**config.mk**
```make
export PLATFORM = sky130hd
export DESIGN_NAME = limb_loader
export DESIGN_NICKNAME = d
export VERILOG_FILES = /design/src/rtl/limb_loader_pkg.sv /design/src/rtl/limb_word_packer.sv /design/src/rtl/limb_loader.sv
export SDC_FILE = /design/constraint.sdc
export NUM_CORES = 1
export LEC_CHECK = 0
export CORE_MARGIN = 10
export CORE_UTILIZATION = 29
export CTS_BUF_LIST = sky130_fd_sc_hd__clkbuf_8
export DETAILED_ROUTE_END_ITERATION = 16
export PLACE_DENSITY_LB_ADDON = 0.3
export SYNTH_ARGS = -nofsm -noshare
export SYNTH_HDL_FRONTEND = slang
export SYNTH_HIERARCHICAL = 1
export SYNTH_SLANG_ARGS = --single-unit
export TNS_END_PERCENT = 5
```
**constraint.sdc**
```tcl
create_clock -name clk -period 2.2 [get_ports clk]
set_clock_uncertainty 0.05 [all_clocks]
set_input_delay 0.22 -clock clk [delete_from_list [all_inputs] [get_ports clk]]
set_output_delay 0.22 -clock clk [all_outputs]
set_load 0.01 [all_outputs]
```
**src/rtl/limb_loader_pkg.sv**
```systemverilog
// Shared types and constants for the Limb program loader.
// Latency: n/a (declarations only).
// Backpressure: n/a.
package limb_loader_pkg;

  // Loader FSM states, in frame order.
  typedef enum logic [2:0] {
    IDLE,
    LEN,
    DATA,
    WRITE,
    CSUM
  } loader_state_t;

  // Default frame start marker.
  localparam logic [7:0] SYNC_BYTE_DEFAULT = 8'hA5;

  // Instruction words are always four bytes wide.
  localparam int BYTES_PER_WORD = 4;

  // LEN = 0 encodes a full 256-word frame.
  function automatic logic [8:0] word_count(input logic [7:0] len);
    return (len == 8'd0) ? 9'd256 : {1'b0, len};
  endfunction

endpackage

```
**src/rtl/limb_word_packer.sv**
```systemverilog
// Packs four bytes little-endian into one word (first byte lands in bits 7:0).
// Latency: word_next is combinational; word/full update on the load edge.
// Backpressure: none; the caller only pulses load on an accepted byte.
module limb_word_packer
  import limb_loader_pkg::*;
#(
  parameter int DATA_W = 32
) (
  input  logic              clk,
  input  logic              reset,
  input  logic              clear,
  input  logic              load,
  input  logic [7:0]        byte_in,
  output logic [DATA_W-1:0] word_next,
  output logic [1:0]        byte_idx,
  output logic              full
);

  logic [DATA_W-1:0] word;

  // New bytes enter at the top and shift down, so after four loads the
  // first byte sits in bits 7:0.
  always_comb begin
    word_next = {byte_in, word[DATA_W-1:8]};
  end

  // Shift register plus byte position; clear restarts a word without
  // touching the data bits.
  always_ff @(posedge clk or posedge reset) begin
    if (reset) begin
      word     <= '0;
      byte_idx <= 2'd0;
      full     <= 1'b0;
    end else if (clear) begin
      byte_idx <= 2'd0;
      full     <= 1'b0;
    end else if (load) begin
      word     <= word_next;
      byte_idx <= byte_idx + 2'd1;
      full     <= (byte_idx == 2'(BYTES_PER_WORD - 1));
    end
  end

endmodule

```
**src/rtl/limb_loader.sv**
```systemverilog
// Limb program loader: framed bytes -> 32-bit words written from address 0; holds CPU until checksum passes.
// Latency: write strobe one cycle after a word's 4th byte; done/cpu_hold release one cycle after CSUM.
// Backpressure: in_ready drops only in the WRITE cycle; in_valid low stalls the FSM in place.
module limb_loader
  import limb_loader_pkg::*;
#(
  parameter int         ADDR_W    = 8,
  parameter int         DATA_W    = 32,
  parameter logic [7:0] SYNC_BYTE = SYNC_BYTE_DEFAULT
) (
  input  logic              clk,
  input  logic              reset,
  input  logic [7:0]        in_data,
  input  logic              in_valid,
  output logic              in_ready,
  output logic              mem_we,
  output logic [ADDR_W-1:0] mem_addr,
  output logic [DATA_W-1:0] mem_wdata,
  output logic              cpu_hold,
  output logic              busy,
  output logic              done,
  output logic              error
);

  loader_state_t state, next_state;

  logic              accept;
  logic              last_byte;
  logic [8:0]        word_cnt;
  logic [7:0]        sum;
  logic [DATA_W-1:0] pk_word_next;
  logic [1:0]        pk_byte_idx;
  logic              pk_full;

  limb_word_packer #(.DATA_W(DATA_W)) u_packer (
    .clk      (clk),
    .reset    (reset),
    .clear    ((state == LEN) || (state == WRITE)),
    .load     (accept && (state == DATA)),
    .byte_in  (in_data),
    .word_next(pk_word_next),
    .byte_idx (pk_byte_idx),
    .full     (pk_full)
  );

  // Handshake decode: the only non-accepting state is WRITE.
  always_comb begin
    in_ready  = (state != WRITE);
    accept    = in_valid && in_ready;
    last_byte = accept && (state == DATA) && (pk_byte_idx == 2'(BYTES_PER_WORD - 1));
  end

  // State register.
  always_ff @(posedge clk or posedge reset) begin
    if (reset) state <= IDLE;
    else       state <= next_state;
  end

  // Next-state decode; SYNC_BYTE only matters while idle.
  always_comb begin
    next_state = state;
    case (state)
      IDLE:    if (accept && (in_data == SYNC_BYTE)) next_state = LEN;
      LEN:     if (accept) next_state = DATA;
      DATA:    if (last_byte) next_state = WRITE;
      WRITE:   next_state = (word_cnt == 9'd1) ? CSUM : DATA;
      CSUM:    if (accept) next_state = IDLE;
      default: next_state = IDLE;
    endcase
  end

  // Counters, checksum and registered outputs. The address may roll to 0
  // after the 256th word, but the count has already sent us to CSUM, so no
  // write ever follows address FF within a frame.
  always_ff @(posedge clk or posedge reset) begin
    if (reset) begin
      word_cnt  <= 9'd0;
      sum       <= 8'd0;
      mem_we    <= 1'b0;
      mem_addr  <= '0;
      mem_wdata <= '0;
      cpu_hold  <= 1'b1;
      busy      <= 1'b0;
      done      <= 1'b0;
      error     <= 1'b0;
    end else begin
      mem_we <= last_byte;
      done   <= 1'b0;
      busy   <= (next_state != IDLE);
      case (state)
        IDLE: begin
          if (accept && (in_data == SYNC_BYTE)) begin
            error    <= 1'b0;
            cpu_hold <= 1'b1;
          end
        end
        LEN: begin
          if (accept) begin
            word_cnt <= word_count(in_data);
            sum      <= in_data;
            mem_addr <= '0;
          end
        end
        DATA: begin
          if (accept) begin
            sum <= sum + in_data;
            if (last_byte) mem_wdata <= pk_word_next;
          end
        end
        WRITE: begin
          if (pk_full) begin
            mem_addr <= mem_addr + 1'b1;
            word_cnt <= word_cnt - 9'd1;
          end
        end
        CSUM: begin
          if (accept) begin
            if (8'(sum + in_data) == 8'h00) begin
              done     <= 1'b1;
              cpu_hold <= 1'b0;
            end else begin
              error    <= 1'b1;
            end
          end
        end
        default: ;
      endcase
    end
  end

endmodule

```
==> out/metrics.cfg, run 1 <==
[floorplanning]
dieArea_um2=21300
die_h_um=146
initial_core_util_pct=29.3
rows=46
die_w_um=146
coreArea_um2=15700
ios=57

[hold_path]
hp-class=in -> async

[power]
combPwrFrac_pct=33.3
p_sw_share_pct=32.5
p_sw_mw=1.67
power.leakage_nw=2.63
seqPwrFrac_pct=43.6
pwr_density_cell_nw_per_um2=885
vdd_drop_max_mv=0.267
clockPowerShare_pct=23.2
internal-power_mw=3.47

[detailed_routing]
drc_errors=0
via_count=3109
avgViaCountPerCell=4.61
drt_first_pass_iters=4
ant_nets=0
first_iter_violations=157
wl_um=10600
wl_per_cell_um=15.7

[final_layout]
multi_input_area_um2=2110
fin_area_um2=5810
num-fill-cells=1526
syn2layout_area_growth_pct=26.1
antenna_cells=0
layout.nets=477
final-seq-area_um2=2300
drive_gt1_share_pct=27.9

[global_routing]
grtUsageTotal_pct=10.2
grt_first_pass_wirelength_um=17600
first_global_vias=3250
grt_overflow=0
met2_usage_pct=16.6
antenna_found_initial=0
grt_max_degree=48
busiest_layer=met2
grt.met3_usage_pct=3.09
gr-usage-met1_pct=12.5

[critical_path]
cp-end-kind=flop
worstPathArrival_ps=2570
worstSetupPathType=reg -> reg
start_kind=flop
worst-path-max-fanout=3
required_ps=2450

[clock_tree]
clk_pin_slew_ps=90
clock_path_buffers=2
cts_num_sinks=92
hold_buffers=0
htree_levels=3
numCtsBuffers=9
cts_root_buffer=clkbuf_8
insertion_delay_ps=370
cts_tree=built

[logic_synthesis]
synth_warnings=6
synth_nets=400
netlist_area_um2=4610
yosysUniqueCellTypes=52
synthArstFlopShare_pct=100
synth-main-ff-cell=dfrtp_1
synth_cells=377
synth_edf_count=0
yosysSeqAreaShare_pct=50.0
yosys-top-cells-count=dfrtp_1, mux2_4, nor2_1, o21ai_0, nand2_1
netlist.area_leader.share_pct=49.4
post-synth-top-count-cell=dfrtp_1
avgSynthCellArea_um2=12.2
yosys_register_bits=92
synth_area_leader_cell=dfrtp_1
synth.area.top_cells=dfrtp_1, mux2_4, ha_1, o21ai_0, nor2_1

[timing]
tightest_slew_ps=429
whs_ps=149
worst_slack_ps=-117
post-route-min-period_ps=2320
hold_violations=0
slew_viol_final=0
rsz0062_at_grt=true
slew_headroom_pct=71.2
period_share_pct=105
fmax_mhz=432
setup_viol=3

[placement]
place_congestion=0.780
hpwl_um=7580
dpl_cell_area_um2=5520
io_buffers=56

[job]
maxCapViolCount=0

[outcome]
status=complete, but fails checks
violations=setup timing

## timing repair
action                                  in CTS  in global routing
setup buffers                                0                  3
gates resized for setup                      1                 11
pin swaps                                    1                  2
hold endpoints to repair                     0                  0
endpoints found under the setup margin       3                  7
## cell type report
class	count	area share [%]
well taps	216	4.65
clock buffers	10	2.37
inverters	13	0.840
multi-input cells	247	36.3
clock inverters	6	1.10
flip-flops and latches	92	39.7
repair buffers	91	15.0
## kinds of logic after synthesis
group,after synthesis,synth area share [%]
compound gates,63,8.23
xor+xnor,12,2.28
fa+ha+maj,12,3.42
buf+inv,38,6.06
flops,92,50.0
mux,65,19.6
simple gates,95,10.4
## metrics by stage
step | total power [mW] | utilization, % | std cells | TNS (ps) | setup WS [ps]
floorplan | 3.31 | - | 377 | -6.18 | -6.18
global placement | 3.75 | 35.1 | 656 | -1740 | -423
detailed placement | 3.81 | 35.1 | 656 | -1980 | -468
CTS | 5.02 | 36.4 | 672 | -284 | -96.8
global route | 5.50 | 37.0 | 675 | -775 | -204
finish | 5.14 | 37.0 | 675 | -301 | -117
## cell usage in the layout (no fill, tap or decap), drive strengths merged, types with 5 or more instances in the layout
| cell type | n |
|---|---|
| nor3 | 6 |
| nand3 | 10 |
| and3 | 5 |
| xor2 | 8 |
| clkdlybuf4s50 | 56 |
| a31oi | 5 |
| inv | 15 |
| mux2i | 8 |
| nor2 | 30 |
| ha | 11 |
| nand2 | 21 |
| mux2 | 57 |
| o21ai | 24 |
| dfrtp | 91 |
| a21oi | 17 |
| buf | 35 |
| clkbuf | 10 |
## worst paths after layout
path                        start       endpoint  slack [ps]  cells after the start
max reg2reg                sum[0]          error        -120                      9
max                        sum[0]          error        -120                      9
min in group clk           sum[3]         sum[3]         450                      2
min                         reset  mem_wdata[10]         150                      2
max in group asynchronous   reset       cpu_hold        1290                      3
min reg2reg                sum[3]         sum[3]         450                      2
## power by group through the flow
stage / clock [mW] / combinational, mW / sequential (mW)
2_1_floorplan: 0 / 1.10 / 2.21
4_1_cts: 1.24 / 1.55 / 2.24
5_1_grt: 1.30 / 1.91 / 2.29
6_report: 1.19 / 1.71 / 2.24
3_5_place_dp: 0 / 1.54 / 2.27
3_3_place_gp: 0 / 1.50 / 2.25
## metal layers
metal  wire [µm]  part of all wire [%]  vias up
li1            -                     -     1486
met1        4740                    45     1550
met2        5170                    49       59
met3         499                   4.7       14
met4         166                   1.6        0
met5           0                     0        -
## flip-flops by register name, summed over array words and instances, names as in the netlist
| name | cells |
|---|---|
| mem_we | 1 |
| word_cnt | 9 |
| u_packer/byte_idx | 2 |
| busy | 1 |
| done | 1 |
| state | 3 |
| u_packer/word | 24 |
| mem_wdata | 32 |
| u_packer/full | 1 |
| cpu_hold | 1 |
| sum | 8 |
| error | 1 |
| mem_addr | 8 |
## worst max-delay path, stage by stage (launching register included)
cell,delay (ps)
dfrtp_1,400
ha_4,160
inv_2,30
fa_2,340
nand2b_4,150
a21oi_2,130
xor2_1,90
or4_4,570
o31ai_2,190
o2bb2ai_1,130
Note: power is estimated with default switching activity, not from simulation.
==> run 2: changes to the inputs <==
--- a/config.mk
+++ b/config.mk
@@ -5,11 +5,13 @@
 export SDC_FILE = /design/constraint.sdc
 export NUM_CORES = 1
 export LEC_CHECK = 0
+export CAP_MARGIN = 10
 export CORE_MARGIN = 10
 export CORE_UTILIZATION = 29
 export CTS_BUF_LIST = sky130_fd_sc_hd__clkbuf_8
 export DETAILED_ROUTE_END_ITERATION = 16
 export PLACE_DENSITY_LB_ADDON = 0.3
+export SKIP_LAST_GASP = 1
 export SYNTH_ARGS = -nofsm -noshare
 export SYNTH_HDL_FRONTEND = slang
 export SYNTH_HIERARCHICAL = 1
==> out/metrics.cfg, run 2 (synthesis gave the netlist of run 1 again) <==
[outcome]
status=complete, but fails checks
violations=setup timing

[critical_path]
start_kind=flop
required_ps=2450
reg2reg_slack_ps=-150
worstSetupPathType=reg -> reg
rr_endpoint=error
critPathMaxStageDelay_ps=520
path_buf_inv=1
cp-end-kind=flop
worst_r2r_path_depth=9
reg2reg_from=sum[0]
worst-path-max-fanout=3
critical-path-top-delay-family=simple AND/OR/NAND/NOR gates
crit_chain=ha_2, inv_1, fa_2, nand2b_4, a21oi_2, xor2_1, or4_4, o31ai_1, o2bb2ai_1
worstPathArrival_ps=2600
slowest_stage=or4_4

[detailed_routing]
wl_met2_um=5150
avgViaCountPerCell=4.61
ant_nets=0
wl_per_cell_um=15.6
first_iter_violations=145
route.met3.wl_um=467
drc_errors=0
via_count=3114
drt_first_pass_iters=5
wl_um=10600
wl_met1_um=4710
maxUsedRoutingLayer=met4

[timing]
rsz0062_at_grt=true
fin_setup_tns_ps=-356
period_share_pct=107
slew_headroom_pct=71.7
worst_slack_ps=-147
fmax_mhz=426
hold_violations=0
setup_viol=4
slew_viol_final=0
post-route-min-period_ps=2350
tightest_slew_ps=424

[clock_tree]
cts_tree=built
numCtsBuffers=9
cts_num_sinks=92
insertion_delay_ps=370
htree_levels=3
clk_pin_slew_ps=90
cts_root_buffer=clkbuf_8
clock_path_buffers=2

[floorplanning]
initial_core_util_pct=29.3
die_h_um=146
rows=46
coreArea_um2=15700
ios=57
die_w_um=146
dieArea_um2=21300

[hold_path]
hp-class=in -> async

[power]
clockPowerShare_pct=23.7
seqPwrFrac_pct=44.2
vdd_drop_max_mv=0.270
pwr_density_cell_nw_per_um2=877
combPwrFrac_pct=32.1
p_sw_share_pct=32.2
internal-power_mw=3.43
power.leakage_nw=2.62
p_sw_mw=1.63
power.total_mw=5.06

[global_routing]
first_global_vias=3247
grt_max_degree=48
grtUsageTotal_pct=10.2
grt_first_pass_wirelength_um=17600
antenna_found_initial=0
grt_overflow=0

[final_layout]
largestRegisters=mem_wdata x32, u_packer/word x24, word_cnt x9
layout.cells.non_filler=675
drive_gt1_share_pct=26.8
syn2layout_area_growth_pct=25.2
final_cell_mix=dfrtp_1, clkdlybuf4s50_1, mux2_4
layout.nets=477
mostFrequentLayoutCell=dfrtp_1
final-seq-area_um2=2300
multi_input_area_um2=2070
num-fill-cells=1534
regMostFlops=mem_wdata
largest_reg_flops=32
antenna_cells=0

[placement]
dp_slack_ps=-468
post-place-cells=656
io_buffers=56
hpwl_um=7580
place_congestion=0.780

[job]
maxCapViolCount=0

==> run 2: cell counts in the layout (fill, tap and decap cells not counted) <==
No cell type changed its count.
==> run 2: worst max-delay path by stage <==
stage	start	endpoint	slack (ps)	depth (start not counted)
floorplan	sum[0]	error	-6	9
global placement	in_data[0]	error	-420	10
detailed placement	in_data[0]	error	-470	10
CTS	sum[0]	error	-100	9
global route	sum[0]	done	-240	9
finish	sum[0]	error	-150	9
==> run 2: final cells by class <==
type	count	share of cell area [%]
Sequential cell	92	40.0
Multi-Input combinational cell	247	35.9
Timing Repair Buffer	91	15.1
Tap cell	216	4.69
Clock buffer	10	2.39
Clock inverter	6	1.11
Inverter	13	0.846
==> run 2: per-stage QoR <==
stage                     util, %  hold slack [ps]  area (µm²)
final                        36.7              145        5770
after global routing         36.7              179        5770
after CTS                    36.4              151        5720
after detailed placement     35.1              425        5520
after global placement       35.1              418        5520
after floorplan                 -              223        4630
==> run 2: timing repair <==
action / 4_1_cts / 5_1_grt
pin swaps: 1 / 2
setup endpoints to repair: 3 / 7
buffers inserted: 0 / 3
hold buffers: 0 / 0
resized for setup: 0 / 4
==> run 2: routing by layer <==
metal  up-vias  GRT usage (%)
li1       1490              -
met1      1550           12.5
met2        59           16.6
met3        15           3.09
met4         0           3.60
met5         -              0
==> run 2: power by group through the flow <==
stage	logic [mW]	registers, mW	clock network, mW
2_1_floorplan	1.10	2.21	0
3_3_place_gp	1.50	2.25	0
3_5_place_dp	1.54	2.27	0
4_1_cts	1.54	2.24	1.24
5_1_grt	1.82	2.29	1.29
6_report	1.62	2.23	1.20
